<file path="config.mk">
export PLATFORM = sky130hd
export DESIGN_NAME = fetch_unit
export DESIGN_NICKNAME = d
export VERILOG_FILES = /design/src/rtl/riscv_pkg.sv /design/src/rtl/next_pc_adder.sv /design/src/rtl/fetch_unit.sv
export SDC_FILE = /design/constraint.sdc
export NUM_CORES = 1
export LEC_CHECK = 0
export ABC_CLOCK_PERIOD_IN_PS = 3020
export CAP_MARGIN = 15
export CORE_ASPECT_RATIO = 2
export CORE_UTILIZATION = 35
export CTS_BUF_LIST = sky130_fd_sc_hd__clkbuf_16
export DETAILED_ROUTE_END_ITERATION = 16
export MAX_ROUTING_LAYER = met4
export PLACE_DENSITY = 0.69
export SLEW_MARGIN = 30
export SYNTH_ARGS = -nofsm -noshare
export SYNTH_HDL_FRONTEND = slang
export SYNTH_HIERARCHICAL = 1
export SYNTH_SLANG_ARGS = --single-unit
</file>
<file path="constraint.sdc">
create_clock -name clk -period 3.02 [get_ports clk]
set_input_delay 0.604 -clock clk [delete_from_list [all_inputs] [get_ports clk]]
set_output_delay 0.604 -clock clk [all_outputs]
set_load 0.01 [all_outputs]
</file>
<file path="src/rtl/riscv_pkg.sv">
// Shared RISC-V core definitions: widths, fetch FSM states, opcodes and field slices.
package riscv_pkg;

    localparam int XLEN = 32;

    typedef enum logic [1:0] {
        ST_BOOT  = 2'd0,
        ST_REQ   = 2'd1,
        ST_ISSUE = 2'd2,
        ST_TRAP  = 2'd3
    } fetch_state_e;

    // Major opcodes decoded by UC
    localparam logic [6:0] OPC_LOAD   = 7'd3;
    localparam logic [6:0] OPC_OP_IMM = 7'd19;
    localparam logic [6:0] OPC_STORE  = 7'd35;
    localparam logic [6:0] OPC_OP     = 7'd51;
    localparam logic [6:0] OPC_BRANCH = 7'd99;
    localparam logic [6:0] OPC_JAL    = 7'd111;

    localparam int OP_LSB = 0;
    localparam int OP_MSB = 6;
    localparam int F3_LSB = 12;
    localparam int F3_MSB = 14;
    localparam int F7_LSB = 25;
    localparam int F7_MSB = 31;

endpackage

</file>
<file path="src/rtl/next_pc_adder.sv">
// Combinational next-PC select: pc+4 or pc+imm, with the low target bits cleared
// and a flag raised when the raw branch target is not word aligned.
module next_pc_adder #(
    parameter int XLEN = 32
) (
    input  logic [XLEN-1:0] i_pc,
    input  logic [XLEN-1:0] i_imm,
    input  logic            i_pc_src,
    output logic [XLEN-1:0] o_next_pc,
    output logic            o_misaligned
);

    logic [XLEN-1:0] w_target;
    logic [XLEN-1:0] w_seq;

    assign w_target     = i_pc + i_imm;
    assign w_seq        = i_pc + XLEN'(4);
    assign o_next_pc    = i_pc_src ? {w_target[XLEN-1:2], 2'b00} : w_seq;
    assign o_misaligned = i_pc_src & (w_target[1:0] != 2'b00);

endmodule

</file>
<file path="src/rtl/fetch_unit.sv">
// Instruction fetch sequencer: owns the PC, fetches over req/ack, presents op/f3/f7 to UC.
// Optional MISALIGN_TRAP_EN adds a sticky TRAP state and the trap port.
module fetch_unit #(
    parameter int               XLEN     = riscv_pkg::XLEN,
    parameter logic [XLEN-1:0]  RESET_PC = '0
) (
    input  logic            clk,
    input  logic            rst,
    output logic            imem_req,
    output logic [XLEN-1:0] imem_addr,
    input  logic            imem_ack,
    input  logic [31:0]     imem_rdata,
    output logic            instrValid,
    output logic [31:0]     instr,
    output logic [6:0]      op,
    output logic [2:0]      f3,
    output logic [6:0]      f7,
    output logic [XLEN-1:0] pc,
`ifdef MISALIGN_TRAP_EN
    output logic            trap,
`endif
    input  logic            execDone,
    input  logic            pcSrc,
    input  logic [XLEN-1:0] immExt,
    output logic [31:0]     instret,
    output logic [1:0]      o_dbg_state
);

    import riscv_pkg::*;

    fetch_state_e    r_state;
    logic [XLEN-1:0] r_pc;
    logic [31:0]     r_instr;
    logic [31:0]     r_instret;
    logic [XLEN-1:0] w_next_pc;
    logic            w_misaligned;

    next_pc_adder #(.XLEN(XLEN)) u_next_pc (
        .i_pc        (r_pc),
        .i_imm       (immExt),
        .i_pc_src    (pcSrc),
        .o_next_pc   (w_next_pc),
        .o_misaligned(w_misaligned)
    );

    // Handshake: imem_req holds in REQ until a rising edge samples imem_ack=1;
    // instrValid holds in ISSUE until a rising edge samples execDone=1.
    always_ff @(posedge clk) begin
        if (rst) begin
            r_state   <= ST_BOOT;
            r_pc      <= RESET_PC;
            r_instr   <= '0;
            r_instret <= '0;
        end else begin
            case (r_state)
                ST_BOOT: r_state <= ST_REQ;
                ST_REQ: begin
                    if (imem_ack) begin
                        r_instr <= imem_rdata;
                        r_state <= ST_ISSUE;
                    end
                end
                ST_ISSUE: begin
                    if (execDone) begin
`ifdef MISALIGN_TRAP_EN
                        if (w_misaligned) begin
                            r_state <= ST_TRAP;
                        end else begin
                            r_pc      <= w_next_pc;
                            r_instret <= r_instret + 32'd1;
                            r_state   <= ST_REQ;
                        end
`else
                        r_pc      <= w_next_pc;
                        r_instret <= r_instret + 32'd1;
                        r_state   <= ST_REQ;
`endif
                    end
                end
`ifdef MISALIGN_TRAP_EN
                ST_TRAP: r_state <= ST_TRAP;
`endif
                default: r_state <= ST_BOOT;
            endcase
        end
    end

`ifdef MISALIGN_TRAP_EN
    assign trap = (r_state == ST_TRAP);
`else
    // Without the trap the low target bits are simply dropped by the adder.
    logic w_unused;
    assign w_unused = w_misaligned;
`endif

    assign imem_req    = (r_state == ST_REQ);
    assign imem_addr   = imem_req ? r_pc : '0;
    assign instrValid  = (r_state == ST_ISSUE);
    assign instr       = r_instr;
    assign op          = r_instr[OP_MSB:OP_LSB];
    assign f3          = r_instr[F3_MSB:F3_LSB];
    assign f7          = r_instr[F7_MSB:F7_LSB];
    assign pc          = r_pc;
    assign instret     = r_instret;
    assign o_dbg_state = r_state;

endmodule

</file>
==> results.tsv, run 1 <==
stage	metric	value	unit
yosys	synth_cells	899	
setup_path	r2r_start	pc[0]$_SDFFE_PP0P_	
die	core	18390	um^2
worst_hold_path	hold_start	instr[8]$_SDFFE_PP0P_	
setup_path	critPathArrivalTime	3210	ps
setup_path	critPathRequiredTime	3250	ps
setup_path	critPathKind	in -> reg	
cts	path_clk_slew	70	ps
run	maxCapViolCount	0	
grt	grt_pass1_wl	36200	um
drt	drt_wl_total	23620	um
worst_hold_path	min_path_type	reg -> reg	
placement	placed_cells	1363	
drt	remaining_drc_errors	0	
finish	fin_cells	1384	
die	rows	70	
sta	worstMarginPinSlew	569.4	ps
sta	drv_slew	0	
sta	max_freq	0.3354	GHz
drt	wl_per_cell	17.06	um
grt	grt_start_max_net_pins	49	
yosys	synth_fp_nets	1002	
setup_path	end_kind	flop	
cts	cts_tree	yes	
sta	finalClockSkew	8.980	ps
power_and_ir_drop	leakagePower	3.887	nW
finish	fin_util	54.11	%
sta	relSlewSlack	62.04	%
finish	antenna_cells	0	
setup_path	start_kind	input pin	
sta	fin_crit	2982	ps
yosys	syn_area	6603	um^2
drt	first_iter_violations	359	
finish	drive_gt1_share	13.18	%
finish	nets	1267	
sta	layout_setup_ws	38.05	ps
sta	timing.final.hold_violations	0	
die	start_util	35.90	%
power_and_ir_drop	power.density	311.1	nW/um^2
setup_path	cp-startpoint	immExt[13]	
placement	hpwlAfterDp	18130	um
sta	finalCritPeriodShare	98.74	%
grt	grt_pass1_vias	7261	
power_and_ir_drop	total_power	3.096	mW
cts	cts_root_buffer	clkbuf_16	
cts	cts_buffers	9	
placement	place_congestion	0.9787	
drt	viasPerCell	5.401	
drt	drt-pass1-iter-count	5	
grt	track_usage	24.52	%
yosys	yosys_warnings	6	
status	status	complete, no violations	
die	die-area	19450	um^2
grt	antenna_found_initial	0	
cts	clk_latency	360	ps
die	io_pins	218	
grt	grt-ovfl-total	0	
cts	cts_buffer_depth	2	
setup_path	path_max_fanout	3	
die	die_width	99.12	um
sta	finalSetupViolCount	0	
sta	hold_ws	456.0	ps
cts	cts_hold_buf	0	
finish	syn_to_final_growth	50.73	%
finish	fillCellCount	1743	
die	die_h	196.2	um
drt	vias	7475	
cts	htreeDepth	3	
cts	cts_sinks	98	
placement	port_buffers	217	
power_and_ir_drop	max-vdd-ir-drop	0.2623	mV
placement	pre_cts_slack	-655.3	ps
yosys	synth_area_per_cell	7.344	um^2
drt	postRouteAntennaNets	0	
[per-layer routing]
layer	part of all wire [%]	vias to the layer above	global-route usage, %	routed length (um)
met3	3.7	77	2.601	865
met4	5.1	0	13.89	1202
met5	0	-	-	0
met1	35	3507	22.71	8152
met2	57	249	47.66	13390
li1	-	3642	-	-
[power by group]
group          switching [mW]  internal [mW]
clock network           0.545          0.650
logic                   0.272          0.285
registers              0.0247           1.32
total                   0.842           2.25
[cells in the final DEF (no fill, tap or decap), drive strengths merged, types with 3 or more instances in the layout]
| master | count |
|---|---|
| clkdlybuf4s50 | 207 |
| nand2 | 182 |
| a21oi | 134 |
| buf | 106 |
| dfxtp | 98 |
| nor2 | 45 |
| and2 | 40 |
| xnor2 | 36 |
| ha | 33 |
| o21ai | 28 |
| xor2 | 27 |
| nand3 | 24 |
| a21o | 19 |
| inv | 19 |
| nand4 | 18 |
| o31ai | 16 |
| or4 | 16 |
| and3 | 15 |
| or3 | 10 |
| nor3 | 10 |
| clkbuf | 9 |
| dlymetal6s2s | 7 |
| nor2b | 7 |
| o21bai | 6 |
| and4 | 4 |
| nor4 | 4 |
| a221o | 3 |
| a31oi | 3 |
| a211oi | 3 |
[stage by stage]
step                      setup TNS [ps]  area (um^2)
after global routing              -87.68         9952
after floorplan                        0         6603
after CTS                              0         9807
after global placement             -5391         9452
final                                  0         9952
after detailed placement           -5763         9452
[repair_timing]
item,in CTS,in global routing
pin swaps,10,21
hold endpoints to repair,0,0
endpoints found under the setup margin,4,8
buffers inserted,2,4
gates resized for setup,11,25
[sequential cells by signal (all words and copies together), names as in the netlist]
register     cells
instr           32
instret         32
pc              32
o_dbg_state      2
[layout make-up]
class	count	area, um^2	share of cell area [%]
multi-input cells	717	4389	44.10
clock inverters	6	73.82	0.7418
inverters	16	60.06	0.6035
well taps	216	270.3	2.716
repair buffers	322	2972	29.86
clock buffers	9	225.2	2.263
flip-flops and latches	98	1962	19.71
[critical path, cell delays in order]
cell             delay [ps]
clkdlybuf4s50_1         530
ha_4                    230
a21oi_2                 200
o21ai_2                 100
a221o_1                 320
a31o_1                  210
a221o_1                 370
a221oi_2                260
xor2_1                  170
o21ai_1                  80
nand2_1                  90
a21oi_2                  50
[final timing paths]
kind	end	slack, ps	cells past startpoint
max	pc[30]$_SDFFE_PP0P_	40	12
min	instr[8]$_SDFFE_PP0P_	460	2
max reg2reg	pc[30]$_SDFFE_PP0P_	210	12
min reg2reg	instr[8]$_SDFFE_PP0P_	460	2
No activity file was read; power rests on OpenSTA's default activity.
==> run 2, diff against run 1 <==
--- a/config.mk
+++ b/config.mk
@@ -10,6 +10,7 @@
 export CORE_ASPECT_RATIO = 2
 export CORE_UTILIZATION = 35
 export CTS_BUF_LIST = sky130_fd_sc_hd__clkbuf_16
+export CTS_CLUSTER_SIZE = 40
 export DETAILED_ROUTE_END_ITERATION = 16
 export MAX_ROUTING_LAYER = met4
 export PLACE_DENSITY = 0.69
==> results of run 2 <==
Same layout as run 1: the final DEF is identical, and so are final timing and power.
==> patch 1, RTL diff (flow settings as in run 1) <==
Build with the macro `MISALIGN_TRAP_EN` defined.
--- a/src/rtl/fetch_unit.sv
+++ b/src/rtl/fetch_unit.sv
@@ -1,5 +1,7 @@
 // Instruction fetch sequencer: owns the PC, fetches over req/ack, presents op/f3/f7 to UC.
 // Optional MISALIGN_TRAP_EN adds a sticky TRAP state and the trap port.
+`define MISALIGN_TRAP_EN
+
 module fetch_unit #(
     parameter int               XLEN     = riscv_pkg::XLEN,
     parameter logic [XLEN-1:0]  RESET_PC = '0
Behaviour (old outputs only; new: trap): not the same (Yosys sat finds a counterexample within 4 cycles, from zero or initial values and one cycle with rst high).
==> patch 1 against run 1 <==
- non-clock buffer count grew 5
- synthesized cell count shrank 0.11%
- via count shrank 1.5%
- hold slack lost 0.0031 ns
- sequential cell count is the same
- highest routed layer unchanged
- design area is essentially flat
- power shrank 3.2%
- routed wire length shrank 3.3%
- fmax grew 1.4%
- setup slack gained 0.041 ns
- area after synthesis shrank 0.42%
- critical endpoint is now pc[25]
- global-route usage shrank 1.2 points
==> patch 1: results (changes against run 1) <==
Global route
  • GRT Util Overall: 23.3% (-1.2 points)
  • Largest net degree at the start of global routing: 99 (+100%)
  • First-pass GRT wire length: 34,600 um (-4.4%)
  • Initial antenna violation count: 0 (unchanged)
  • Vias in the first global route: 6,961 (-4.1%)

Min path
  • Type of the worst min-delay path: reg -> reg

Pwr
  • Peak VDD IR: 0.214 mV (-18%)
  • Pleak: 3.84 nW (-1.3%)

Timing
  • Skew final: 0.00963 ns (+0.000647 ns)
  • Relative slew slack: 64.9% (+2.9 points)
  • Final Max Slew Viols: 0 (unchanged)

Route
  • WL per Instance: 16.5 um (-3.5%)
  • First-pass iteration count of the detailed router: 5 (unchanged)
  • Routed WL: 22,800 um (-3.3%)
  • Routed vias/inst: 5.31 (-1.7%)
  • Initial DRC count: 279 (-22%)

Critical path
  • Data arrival time of the critical path: 3.17 ns (-0.04 ns)
  • Largest stage delay on the critical path: 0.45 ns (-0.08 ns)
  • Critical path peak fanout: 3 (unchanged)
  • Crit path max-delay cell type: clkdlybuf4s50_1
  • Top delay family on crit path: compound AO/OA/AOI/OAI gates

Synth
  • Synthesis Warnings: 6 (unchanged)
  • Sequential share of the synthesized area: 29.8%
  • Mapped Cells: 898 (-0.11%)
  • Adder-cell area share of the yosys netlist: 6.58%
  • Multiplexer share of the synthesized area: 0.171%
  • Post-Synth XOR/XNOR Area: 8.39%
  • Compound-gate portion of the synthesized area: 21.0%
  • Top cells by count, synth: 181 x nand2_1, 134 x a21oi_1, 98 x dfxtp_1
  • Share of synthesized registers carrying an async set or reset: 0%
  • Yosys cell types: 57
  • Syn Nets: 1,001 (-0.10%)
  • Area contributors post-synth: dfxtp_1 30%, nand2_1 10%, a21oi_1 10%

Run status
  • Status: finished clean

Cells and area
  • Antenna diodes: 0 (unchanged)
  • Nets: 1,269 (+0.16%)
  • Layout cells sized above 1: 13.5% (+0.31 points)

CTS
  • Clk Latency, worst-skew pair: 0.35 ns
  • CTS max path bufs: 2 (unchanged)
  • Worst-path clk slew: 0.07 ns (about the same)
  • Total CTS buffers: 9 (unchanged)
  • Max H-tree Level: 3 (unchanged)
  • CTS Root Cell: clkbuf_16

Place
  • Cells after DPL: 1,368 (+0.37%)
  • Buffers on Ports: 218 (+0.46%)
  • Placed Instance Area: 0.00949 mm^2 (+0.37%)
  • Pre-CTS setup slack: -0.606 ns (+0.0494 ns)
  • Post-DP HPWL: 17,000 um (-6.3%)
  • Global placement routability congestion: 0.935 (-4.4%)
==> patch 1: timing repair <==
| action | in CTS | in global routing |
|---|---|---|
| endpoints found under the setup margin | 22 | 10 |
| resized for setup | 10 | 25 |
| pin swaps | 10 | 14 |
| buffers inserted | 2 | 1 |
| hold endpoints to repair | 0 | 0 |
==> patch 1: layout make-up <==
class / count / area, um^2
timing repair buffer: 327 / 3010
sequential: 98 / 1960
tap: 216 / 270
inverter: 16 / 60.1
fill: 1717 / 8350
multi-input combinational: 714 / 4380
clock buffer: 9 / 225
clock inverter: 7 / 43.8
==> patch 1: worst paths after layout <==
check / slack [ns] / to / depth (start not counted) / startpoint
worst max-delay path: 0.08 / pc[25] / 13 / immExt[6]
worst min-delay path: 0.45 / instr[8] / 2 / instr[8]
worst max register to register: 0.29 / instret[26] / 9 / pc[0]
worst min register to register: 0.45 / instr[8] / 2 / instr[8]
==> patch 1: worst register-to-register path, delay by kind of cell, from the launching register on <==
kind,cells,cell delay (ns)
fa+ha+maj,2,0.64
simple gates,5,1.33
flops,1,0.36
buf+inv,1,0.17
compound gates,1,0.15
==> patch 1: where the power goes <==
group / leakage [nW] / switching, mW / total (mW) / internal, mW
combinational: 2.91 / 0.269 / 0.555 / 0.286
clock: 0.139 / 0.541 / 1.10 / 0.559
sequential: 0.793 / 0.0229 / 1.34 / 1.32
total: 3.84 / 0.833 / 3.00 / 2.16
==> patch 1: layer usage <==
| layer | vias to the layer above | wire length [um] | track usage (%) |
|---|---|---|---|
| li1 | 3661 | - | - |
| met1 | 3403 | 8210 | 21.7 |
| met2 | 250 | 12900 | 45.9 |
| met3 | 48 | 848 | 2.49 |
| met4 | 0 | 895 | 11.3 |
| met5 | - | 0 | - |
==> patch 1: cells by family (layout without fill, tap and decap cells) <==
| family | after synthesis | count (layout) |
|---|---|---|
| simple gates | 381 | 381 |
| compound gates | 235 | 235 |
| flops | 98 | 98 |
| buf+inv | 86 | 359 |
| xor+xnor | 63 | 63 |
| fa+ha+maj | 34 | 34 |
| mux | 1 | 1 |
==> patch 2, RTL diff (config.mk and constraints of run 1) <==
Without the edit above. Register the output `o_dbg_state` once more; this adds one clock of latency there. The other outputs are not delayed to match.
--- a/src/rtl/fetch_unit.sv
+++ b/src/rtl/fetch_unit.sv
@@ -102,7 +102,9 @@
     assign f7          = r_instr[F7_MSB:F7_LSB];
     assign pc          = r_pc;
     assign instret     = r_instret;
-    assign o_dbg_state = r_state;
+    always_ff @(posedge clk) begin
+        o_dbg_state <= r_state;
+    end
 
 endmodule
 
Function: changed (Yosys sat finds a counterexample within 4 cycles, from zero or initial values and one cycle with rst high).
==> patch 2 against run 1 <==
- power rose by 0.57%
- sequential share of layout area rose by 0.50 points
- critical endpoint unchanged
- largest cell class unchanged
- critical path depth did not move
- utilization fell by 0.25 points
- non-clock buffer count fell by 5
- design area fell by 0.47%
- critical path type unchanged
- routed wire length fell by 3.2%
- setup slack got worse by 0.026 ns
- fmax fell by 0.87%
- hold slack got worse by 0.013 ns
- area after synthesis rose by 0.11%
- clock skew fell by 0.0014 ns
- sequential cell count rose by 2
==> patch 2: results (changes against run 1) <==
Run status
  • Status: finished clean

Route
  • First-pass iteration count of the detailed router: 4 (-1)
  • Met2 wire length: 12,700 um (-5.0%)
  • Via count: 7,299 (-2.4%)
  • Routed WL: 22,900 um (-3.2%)
  • Metal-1 WL: 7920 um (-2.8%)
  • DR WL met3: 910 um (+5.2%)
  • Initial DRC count: 225 (-37%)
  • Antenna viol nets, final: 0 (unchanged)

Global route
  • Largest net degree at the start of global routing: 60 (+22%)
  • GRT Util Overall: 24.3% (-0.26 points)
  • Met2 usage: 46.4% (-1.3 points)
  • First-pass GRT wire length: 36,000 um (-0.63%)
  • GR Util met3: 2.80% (+0.20 points)
  • GR Layer Usage met1: 22.5% (-0.21 points)

Critical path
  • Data arrival time of the critical path: 3.22 ns (about the same)
  • Largest stage delay on the critical path: 0.51 ns (-0.02 ns)

Pwr
  • PwrDens: 314 mW/mm^2 (+1.0%)
  • Part of the power in registers: 44.1% (+0.7 points)
  • Psw: 0.841 mW (about the same)
  • Pleak: 3.81 nW (-2.0%)
  • Peak VDD IR: 0.369 mV (+41%)

Synth
  • Synthesis Warnings: 6 (unchanged)
  • Syn Nets: 1,001 (-0.10%)

Cells and area
  • Layout cells sized above 1: 12.9% (-0.29 points)
  • Fillers: 1,763 (+1.1%)
  • Nets: 1,261 (-0.47%)

Place
  • Global placement routability congestion: 0.946 (-3.3%)
  • Pre-CTS setup slack: -0.656 ns (-0.000516 ns)
  • Post-DP HPWL: 17,400 um (-4.1%)

Timing
  • Worst-Margin Slew: 0.681 ns (+0.112 ns)
  • Skew final: 0.00759 ns (-0.00139 ns)

CTS
  • Post_cts resized: 13 (+2)
  • Postcts setup bufs: 0 (-2)
[patch 2: through the flow]
stage / cells / cell area, um^2
3_3_place_gp: 1362 / 9460
3_5_place_dp: 1362 / 9460
5_1_grt: 1379 / 9910
2_1_floorplan: 898 / 6610
4_1_cts: 1378 / 9810
6_report: 1379 / 9910
[patch 2: worst paths after layout]
check / start / endpoint / slack [ns] / cells past startpoint
worst max-delay path: immExt[5] / pc[30] / 0.01 / 12
worst min-delay path: r_state[0] / o_dbg_state[0] / 0.44 / 0
worst max register to register: pc[0] / pc[30] / 0.16 / 12
worst min register to register: r_state[0] / o_dbg_state[0] / 0.44 / 0
[patch 2: area by class of cell]
type                            instances  share of cell area [%]
Clock buffer                            9                    2.27
Clock inverter                          7                   0.733
Inverter                               16                   0.606
Multi-Input combinational cell        714                    44.1
Sequential cell                       100                    20.2
Tap cell                              216                    2.73
Timing Repair Buffer                  317                    29.4
